`src/rtl/multicycle_controller.sv`:
```
// Moore sequencing controller for the multicycle RV32I core: steps the shared ALU,
// memory port and register file through fetch/decode/execute/memory/writeback.
module multicycle_controller (
  input  logic       clk,
  input  logic       rst_n,
  input  logic [6:0] op,
  input  logic [2:0] funct3,
  input  logic       funct7b5,
  input  logic       zero,
  input  logic       mem_ready,
  output logic       pc_write,
  output logic       adr_src,
  output logic       mem_write,
  output logic       ir_write,
  output logic [1:0] result_src,
  output logic [1:0] alu_src_a,
  output logic [1:0] alu_src_b,
  output logic [2:0] alu_control,
  output logic [1:0] imm_src,
  output logic       reg_write,
  output logic       retire,
  output logic       illegal
);

  typedef enum logic [3:0] {
    FETCH    = 4'd0,
    DECODE   = 4'd1,
    MEMADR   = 4'd2,
    MEMREAD  = 4'd3,
    MEMWB    = 4'd4,
    MEMWRITE = 4'd5,
    EXECR    = 4'd6,
    ALUWB    = 4'd7,
    EXECI    = 4'd8,
    JAL      = 4'd9,
    BRANCH   = 4'd10,
    ILLEGAL  = 4'd11
  } state_t;

  typedef enum logic [1:0] {
    ALU_ADD   = 2'd0,
    ALU_SUB   = 2'd1,
    ALU_FUNCT = 2'd2
  } alu_op_t;

  localparam logic [6:0] OP_LOAD   = 7'b0000011;
  localparam logic [6:0] OP_STORE  = 7'b0100011;
  localparam logic [6:0] OP_R      = 7'b0110011;
  localparam logic [6:0] OP_I      = 7'b0010011;
  localparam logic [6:0] OP_JAL    = 7'b1101111;
  localparam logic [6:0] OP_BRANCH = 7'b1100011;

  localparam logic [1:0] SRC_A_PC   = 2'b00;
  localparam logic [1:0] SRC_A_OLD  = 2'b01;
  localparam logic [1:0] SRC_A_RD1  = 2'b10;
  localparam logic [1:0] SRC_B_RD2  = 2'b00;
  localparam logic [1:0] SRC_B_IMM  = 2'b01;
  localparam logic [1:0] SRC_B_FOUR = 2'b10;
  localparam logic [1:0] RES_ALUOUT = 2'b00;
  localparam logic [1:0] RES_RDATA  = 2'b01;
  localparam logic [1:0] RES_ALURES = 2'b10;

  state_t  state;
  state_t  state_nxt;
  alu_op_t alu_op;
  logic    pc_update;
  logic    branch;
  logic    taken;

  function automatic state_t decode_next(input logic [6:0] opc);
    case (opc)
      OP_LOAD, OP_STORE: return MEMADR;
      OP_R:              return EXECR;
      OP_I:              return EXECI;
      OP_JAL:            return JAL;
      OP_BRANCH:         return BRANCH;
      default:           return ILLEGAL;
    endcase
  endfunction

  // Subtract only for R-type sub; I-type addi reuses bit 30 as an immediate bit.
  function automatic logic [2:0] alu_decode(input alu_op_t aop, input logic [2:0] f3,
                                            input logic op5, input logic f7b5);
    case (aop)
      ALU_ADD: return 3'b000;
      ALU_SUB: return 3'b001;
      default: begin
        case (f3)
          3'b000:  return (op5 & f7b5) ? 3'b001 : 3'b000;
          3'b010:  return 3'b101;
          3'b110:  return 3'b011;
          3'b111:  return 3'b010;
          default: return 3'b000;
        endcase
      end
    endcase
  endfunction

  function automatic logic [1:0] imm_decode(input logic [6:0] opc);
    case (opc)
      OP_STORE:  return 2'b01;
      OP_BRANCH: return 2'b10;
      OP_JAL:    return 2'b11;
      default:   return 2'b00;
    endcase
  endfunction

  always_ff @(posedge clk or negedge rst_n) begin
    if (!rst_n) state <= FETCH;
    else        state <= state_nxt;
  end

  always_comb begin
    state_nxt = state;
    case (state)
      FETCH:    if (mem_ready) state_nxt = DECODE;
      DECODE:   state_nxt = decode_next(op);
      MEMADR:   state_nxt = op[5] ? MEMWRITE : MEMREAD;
      MEMREAD:  if (mem_ready) state_nxt = MEMWB;
      MEMWRITE: if (mem_ready) state_nxt = FETCH;
      MEMWB, ALUWB, BRANCH: state_nxt = FETCH;
      EXECR, EXECI, JAL:    state_nxt = ALUWB;
      ILLEGAL:  state_nxt = ILLEGAL;
      default:  state_nxt = FETCH;
    endcase
  end

  // Outputs decode from state; mem_ready only gates the fetch/store handshakes.
  always_comb begin
    adr_src     = 1'b0;
    mem_write   = 1'b0;
    ir_write    = 1'b0;
    result_src  = RES_ALUOUT;
    alu_src_a   = SRC_A_PC;
    alu_src_b   = SRC_B_RD2;
    alu_op      = ALU_ADD;
    reg_write   = 1'b0;
    retire      = 1'b0;
    illegal     = 1'b0;
    pc_update   = 1'b0;
    branch      = 1'b0;
    imm_src     = imm_decode(op);
    case (state)
      FETCH: begin
        alu_src_b  = SRC_B_FOUR;
        result_src = RES_ALURES;
        ir_write   = mem_ready;
        pc_update  = mem_ready;
      end
      DECODE: begin
        alu_src_a = SRC_A_OLD;
        alu_src_b = SRC_B_IMM;
      end
      MEMADR: begin
        alu_src_a = SRC_A_RD1;
        alu_src_b = SRC_B_IMM;
      end
      MEMREAD: adr_src = 1'b1;
      MEMWB: begin
        result_src = RES_RDATA;
        reg_write  = 1'b1;
        retire     = 1'b1;
      end
      MEMWRITE: begin
        adr_src   = 1'b1;
        mem_write = 1'b1;
        retire    = mem_ready;
      end
      EXECR: begin
        alu_src_a = SRC_A_RD1;
        alu_op    = ALU_FUNCT;
      end
      EXECI: begin
        alu_src_a = SRC_A_RD1;
        alu_src_b = SRC_B_IMM;
        alu_op    = ALU_FUNCT;
      end
      ALUWB: begin
        reg_write = 1'b1;
        retire    = 1'b1;
      end
      JAL: begin
        alu_src_a = SRC_A_OLD;
        alu_src_b = SRC_B_FOUR;
        pc_update = 1'b1;
      end
      BRANCH: begin
        alu_src_a = SRC_A_RD1;
        alu_op    = ALU_SUB;
        branch    = 1'b1;
        retire    = 1'b1;
      end
      ILLEGAL: begin
        illegal = 1'b1;
        imm_src = 2'b00;
      end
      default: ;
    endcase
    taken       = zero ^ funct3[0];
    alu_control = alu_decode(alu_op, funct3, op[5], funct7b5);
    pc_write    = pc_update | (branch & taken);
    // Reset must kill every strobe in the same cycle, not at the next edge.
    if (!rst_n) begin
      pc_write    = 1'b0;
      adr_src     = 1'b0;
      mem_write   = 1'b0;
      ir_write    = 1'b0;
      result_src  = 2'b00;
      alu_src_a   = 2'b00;
      alu_src_b   = 2'b00;
      alu_control = 3'b000;
      imm_src     = 2'b00;
      reg_write   = 1'b0;
      retire      = 1'b0;
      illegal     = 1'b0;
    end
  end

endmodule

```
`config.mk`:
```
export PLATFORM = sky130hd
export DESIGN_NAME = multicycle_controller
export DESIGN_NICKNAME = d
export VERILOG_FILES = /design/src/rtl/multicycle_controller.sv
export SDC_FILE = /design/constraint.sdc
export NUM_CORES = 1
export LEC_CHECK = 0
export BUFFER_PORTS_ARGS = -buffer_cell sky130_fd_sc_hd__clkbuf_2
export CORE_MARGIN = 2
export CORE_UTILIZATION = 47
export DETAILED_ROUTE_END_ITERATION = 8
export GPL_ROUTABILITY_DRIVEN = 1
export GPL_TIMING_DRIVEN = 0
export PLACE_DENSITY = 0.82
export SLEW_MARGIN = 20
export SYNTH_ARGS = -nofsm -noshare
export SYNTH_HDL_FRONTEND = slang
export SYNTH_SLANG_ARGS = --single-unit
```
`constraint.sdc`:
```
create_clock -name clk -period 3.4 [get_ports clk]
set_input_delay 0.68 -clock clk [delete_from_list [all_inputs] [get_ports clk]]
set_output_delay 0.68 -clock clk [all_outputs]
set_load 0.005 [all_outputs]
```
-- After elaboration in Yosys (flattened, before gate mapping)
Cells that the tools add are included.
- div/mod/pow operators: 0
- multiplexer cells: 35
- shift-type cells: 0
- bitwise logic cells: 4
- multipliers: 0
- reduce and logical (&&, ||, !) cells: 14
- order comparisons: 0
- eq/ne operators: 24
- add/sub/neg operators: 0
- operator list (kind ; number):
    $pmux W4 S7 ; 1
    $pmux W4 S5 ; 1
    $eq A4 B3 Y1 const B ; 4
    $eq A4 B4 Y1 const B ; 4
    $pmux W2 S2 ; 4
    $eq A7 B6 Y1 const B ; 2
    $eq A7 B7 Y1 const B ; 2
    $mux W1 ; 14
    $mux W4 ; 3
    $pmux W3 S4 ; 1
    $reduce_or A2 Y1 ; 6
    $mux W2 ; 5
    $reduce_or A3 Y1 ; 3
    $eq A4 B2 Y1 const B ; 2
    $eq A7 B2 Y1 const B ; 1
    $eq A7 B5 Y1 const B ; 1
    $eq A3 B3 Y1 const B ; 2
    $mux W3 ; 2
    $ne A2 B2 Y1 const B ; 3
    $pmux W2 S3 ; 1
    $pmux W3 S2 ; 1
    $eq A4 B1 Y1 const B ; 1
    $logic_not A4 Y1 ; 1
    $pmux W1 S2 ; 2
    other kinds (9) ; 10
- memories kept: 0
- logic and storage cells: 78
- bits in read-only memories: 0
- latch bits: 0
- output and inout bits: 18
- memory bits (writable): 0
- input bits: 15
- flip-flop bits (word level): 4

-- Longest topological paths before layout
- word-level depth: 6
- mapped depth: 5
- depth with buffers taken out: 4

-- Least setup slack after synthesis
No wires, ideal clock.
- path kind: in2out
- from: input port funct3[2]
- to: output port alu_control[0]
- slack: 1268 ps
- data required time: 2720 ps
- stages: 4
- arrival: 1452 ps
- path buffers: 0
- path through: nand3b_1 a21oi_1 or3b_1 a21oi_1
- word-level cells in the longest chain between the ends: 4
- elaborated cells between the ends (all ways): 7
- those cells by class: eq/ne: 3; mux: 3; reduce/logical: 1
- RTL lines (item ; line ; RTL):
    from (decl) ; 7 ; input logic [2:0] funct3,
    $eq A3 B3 Y1 (tied with other cells) ; 88 ; case (f3)
    $pmux W3 S4 (*) ; 88 ;
    $pmux W3 S2 (*) ; 84 ; case (aop)
    $mux W3 (*) ; 203 ; if (!rst_n) begin
    to (decl) ; 18 ; output logic [2:0] alu_control,
Mark *: on every way between the ends. The rest lies on a longest branch, timed or not.

-- Worst setup path in the final report
- from: input port rst_n
- to: output port pc_write
- word-level cells in the longest chain between the ends: 1
- RTL lines (item ; line ; RTL):
    from (decl) ; 5 ; input logic rst_n,
    $mux W1 ; 203 ;
    to (decl) ; 11 ; output logic pc_write,
Every way passes these cells.

==> metrics.md <==
| Metric | Value |
|---|---|
| Status | `completed` |
| # setup viols final | `0` |
| Chip width | `41.0 um` |
| Final Slew Violations | `0` |
| Worst-skew pair later-pin latency | `between 0.2 and 0.25 ns` |
| CTS Buf Count | `3` |
| PwrDens | `669 nW/um^2` |
| DR vias/cell | `~5.6` |
| Die height | `41.0 um` |
| Synth Register Bits | `4` |
| Element type at the critical path start | `input pin` |
| Grt total ovfl | `0` |
| Hold Slack | `between 0.2 and 0.3 ns` |
| Slew @ Worst Pin | `0.454 ns` |
| Top Family by Delay on Critical Path | `simple AND/OR/NAND/NOR gates` |
| LEAKAGE | `0.397 nW` |
| ANT nets after route | `0` |
| Biggest regs | `state x4` |
| # H-tree levels | `1` |
| Vias | `824` |
| Critical path class | `in2out` |
| Mapped Avg Cell Area | `6.62 sq um` |
| Mapped Cells | `97` |
| Clk buf depth | `2` |
| Wire length per cell | `11.6 um` |
| Core Region | `1280 sq um` |
| Critical path peak fanout | `11` |
| Cell Chain, Critical Path | `clkbuf_2 -> or3b_1 -> nor3_1 -> a31oi_1 -> nor2_1 -> clkbuf_2` |
| Worst Skew | `roughly 0.0079 ns` |
| CP max stage delay | `0.44 ns` |
| Setup ws final | `approximately 0.95 ns` |
| Detailed placement HPWL | `1.35 mm` |
| Fin. Hold Viols | `0` |
| RSZ-0062 raised after global routing | `no` |
| Number of port buffers | `32` |
| CTS tree | `built` |
| Syn_nets | `around 110` |
| Tmin final | `approximately 2.4 ns` |
| Number of global-route vias before repair | `about 600` |
| Post-CTS resize count | `0` |
| Clock-pin slew on the worst setup and hold paths | `~0.04 ns` |
| Largest net degree at the start of global routing | `12` |
| Ys Warns | `0` |
| Most flop-heavy register | `state` |
| Post-synth cell types | `37` |
| Root Driver | `clkbuf_4` |
| Period utilisation layout | `71.9%` |
| Worst rel slew slack | `69.7%` |
| Initial Util | `about half` |
| Gr usage total | `a little under a quarter` |
| Sink Count | `4` |
| Antenna violations before repair | `0` |
| Critical path's slowest cell | `or3b_1` |
| Area growth from synthesis to layout | `31.4%` |
| WP buf/inv | `2` |
| Pre-Repair DR Iteration Count | `4` |
| F_max | `409 MHz` |
| Setup TNS | `0 ns` |
| Layout cells sized above 1 | `around 29%` |
| Crit. End Element | `output port` |
| Largest register FFs | `4` |
| Max cap viols | `0` |
| # diodes | `0` |
| Peak supply drop | `between 0.4 and 0.5 mV` |
| Mapped cell area | `about 640 sq um` |
| WL final | `roughly 1.7 mm` |
| Post-synthesis sequential area ratio | `15.6%` |
| # IOs | `33` |
| DRC | `0` |
| # rows | `13` |
| Critical path required time | `~2.7 ns` |
| Critical path data arrival time | `about 1.8 ns` |
| Post-CTS Setup Bufs | `0` |
| Final nets | `around 150` |
| Die area | `between 1500 and 2000 sq um` |
| DP Worst Slack | `around 0.95 ns` |
| Cell repeated most along the worst path | `clkbuf_2` |
| Initial DRC Count | `20` |
| Hold-fix buffers, CTS | `0` |
| Hold Crit Class | `in2async` |
| Routability congestion estimate | `between 0.8 and 0.9` |
| First-pass GRT wire length | `between 2 and 3 mm` |
| Total Power | `564 uW` |
-- cells in the final DEF, fill, tap and decap left out, drive strengths merged, types with 2 or more instances in the layout --
cell,count
clkbuf,38
nor2,11
nor3,10
nand2b,7
nand2,7
o21ai,7
a21oi,6
inv,6
dfrtp,4
or3b,3
nand3,3
nor2b,2
o22ai,2
xor2,2
xnor2,2
a22oi,2
o221ai,2
buf,2
-- final cells by class --
cell class                      instances  area [sq um]
Buffer                                  5          20.0
Clock buffer                            3          22.5
Fill cell                             125           442
Inverter                                7          38.8
Multi-Input combinational cell         81           483
Sequential cell                         4           100
Tap cell                               15          18.8
Timing Repair Buffer                   32           160
-- kinds of logic after synthesis --
| group | Yosys count | synth area share (%) |
|---|---|---|
| and+or+nand+nor | 48 | 39.0 |
| xor gates and xnor gates | 4 | 5.46 |
| muxes | 1 | 1.56 |
| buffers and inverters | 12 | 9.16 |
| AOI/OAI and AO/OA | 28 | 29.2 |
| DFF | 4 | 15.6 |
-- routing by layer --
metal	vias up	track usage [%]	wire length, um
met5	-	0	0
met4	0	10.0	0
met3	0	3.26	112
met2	34	37.1	817
met1	359	30.4	768
li1	431	-	-
-- power by group --
group | switching, mW | total (mW) | internal (mW)
sequential | 0.0359 | 0.106 | 0.0704
combinational | 0.226 | 0.398 | 0.172
clock | 0.0198 | 0.0593 | 0.0395
-- worst paths after layout --
kind                       cells after the start  slack [ns]  startpoint  endpoint
setup / recovery                               6        0.95       rst_n  pc_write
hold / removal                                 1        0.29       rst_n  state[1]
setup reg to reg                               5        2.00    state[0]  state[2]
hold reg to reg                                3        0.73    state[3]  state[1]
max in group asynchronous                      1        2.90       rst_n  state[0]
min in group clk                               3        0.73    state[3]  state[1]
-- through the flow --
stage                     area (sq um)  std cells  util (%)
after floorplan                    642         97         -
after detailed placement           821        144      63.9
after global routing               843        147      65.6
after CTS                          843        147      65.6
final                              843        147      65.6
after global placement             821        144      63.9
-- Yosys cell counts --
master	instances	area [sq um]
buf_2	1	5.00
or3_1	1	6.26
dfrtp_1	4	100
o21ai_0	5	25.0
buf_1	1	3.75
inv_1	5	18.8
or2_0	1	6.26
inv_2	1	3.75
o41ai_1	1	8.76
nand4b_1	1	8.76
a22oi_1	2	15.0
clkinv_8	1	16.3
nand3b_1	1	7.51
a2bb2oi_1	1	8.76
nor4_1	1	6.26
a32oi_1	1	8.76
o221ai_1	2	17.5
o22ai_1	2	12.5
o32a_1	1	10.0
o21ai_1	2	10.0
nor3_1	10	50.1
or3b_1	3	26.3
nor2_1	11	41.3
clkbuf_1	3	11.3
o2bb2ai_1	1	8.76
nor2b_1	2	12.5
nand2b_1	7	43.8
o31a_1	1	8.76
nand2_1	7	26.3
a21oi_1	6	30.0
a31oi_1	1	6.26
o311a_1	1	10.0
xor2_1	2	17.5
a211oi_1	1	7.51
xnor2_1	2	17.5
nand3_1	3	15.0
mux2i_1	1	10.0
Note: power is estimated with default switching activity, not from simulation.
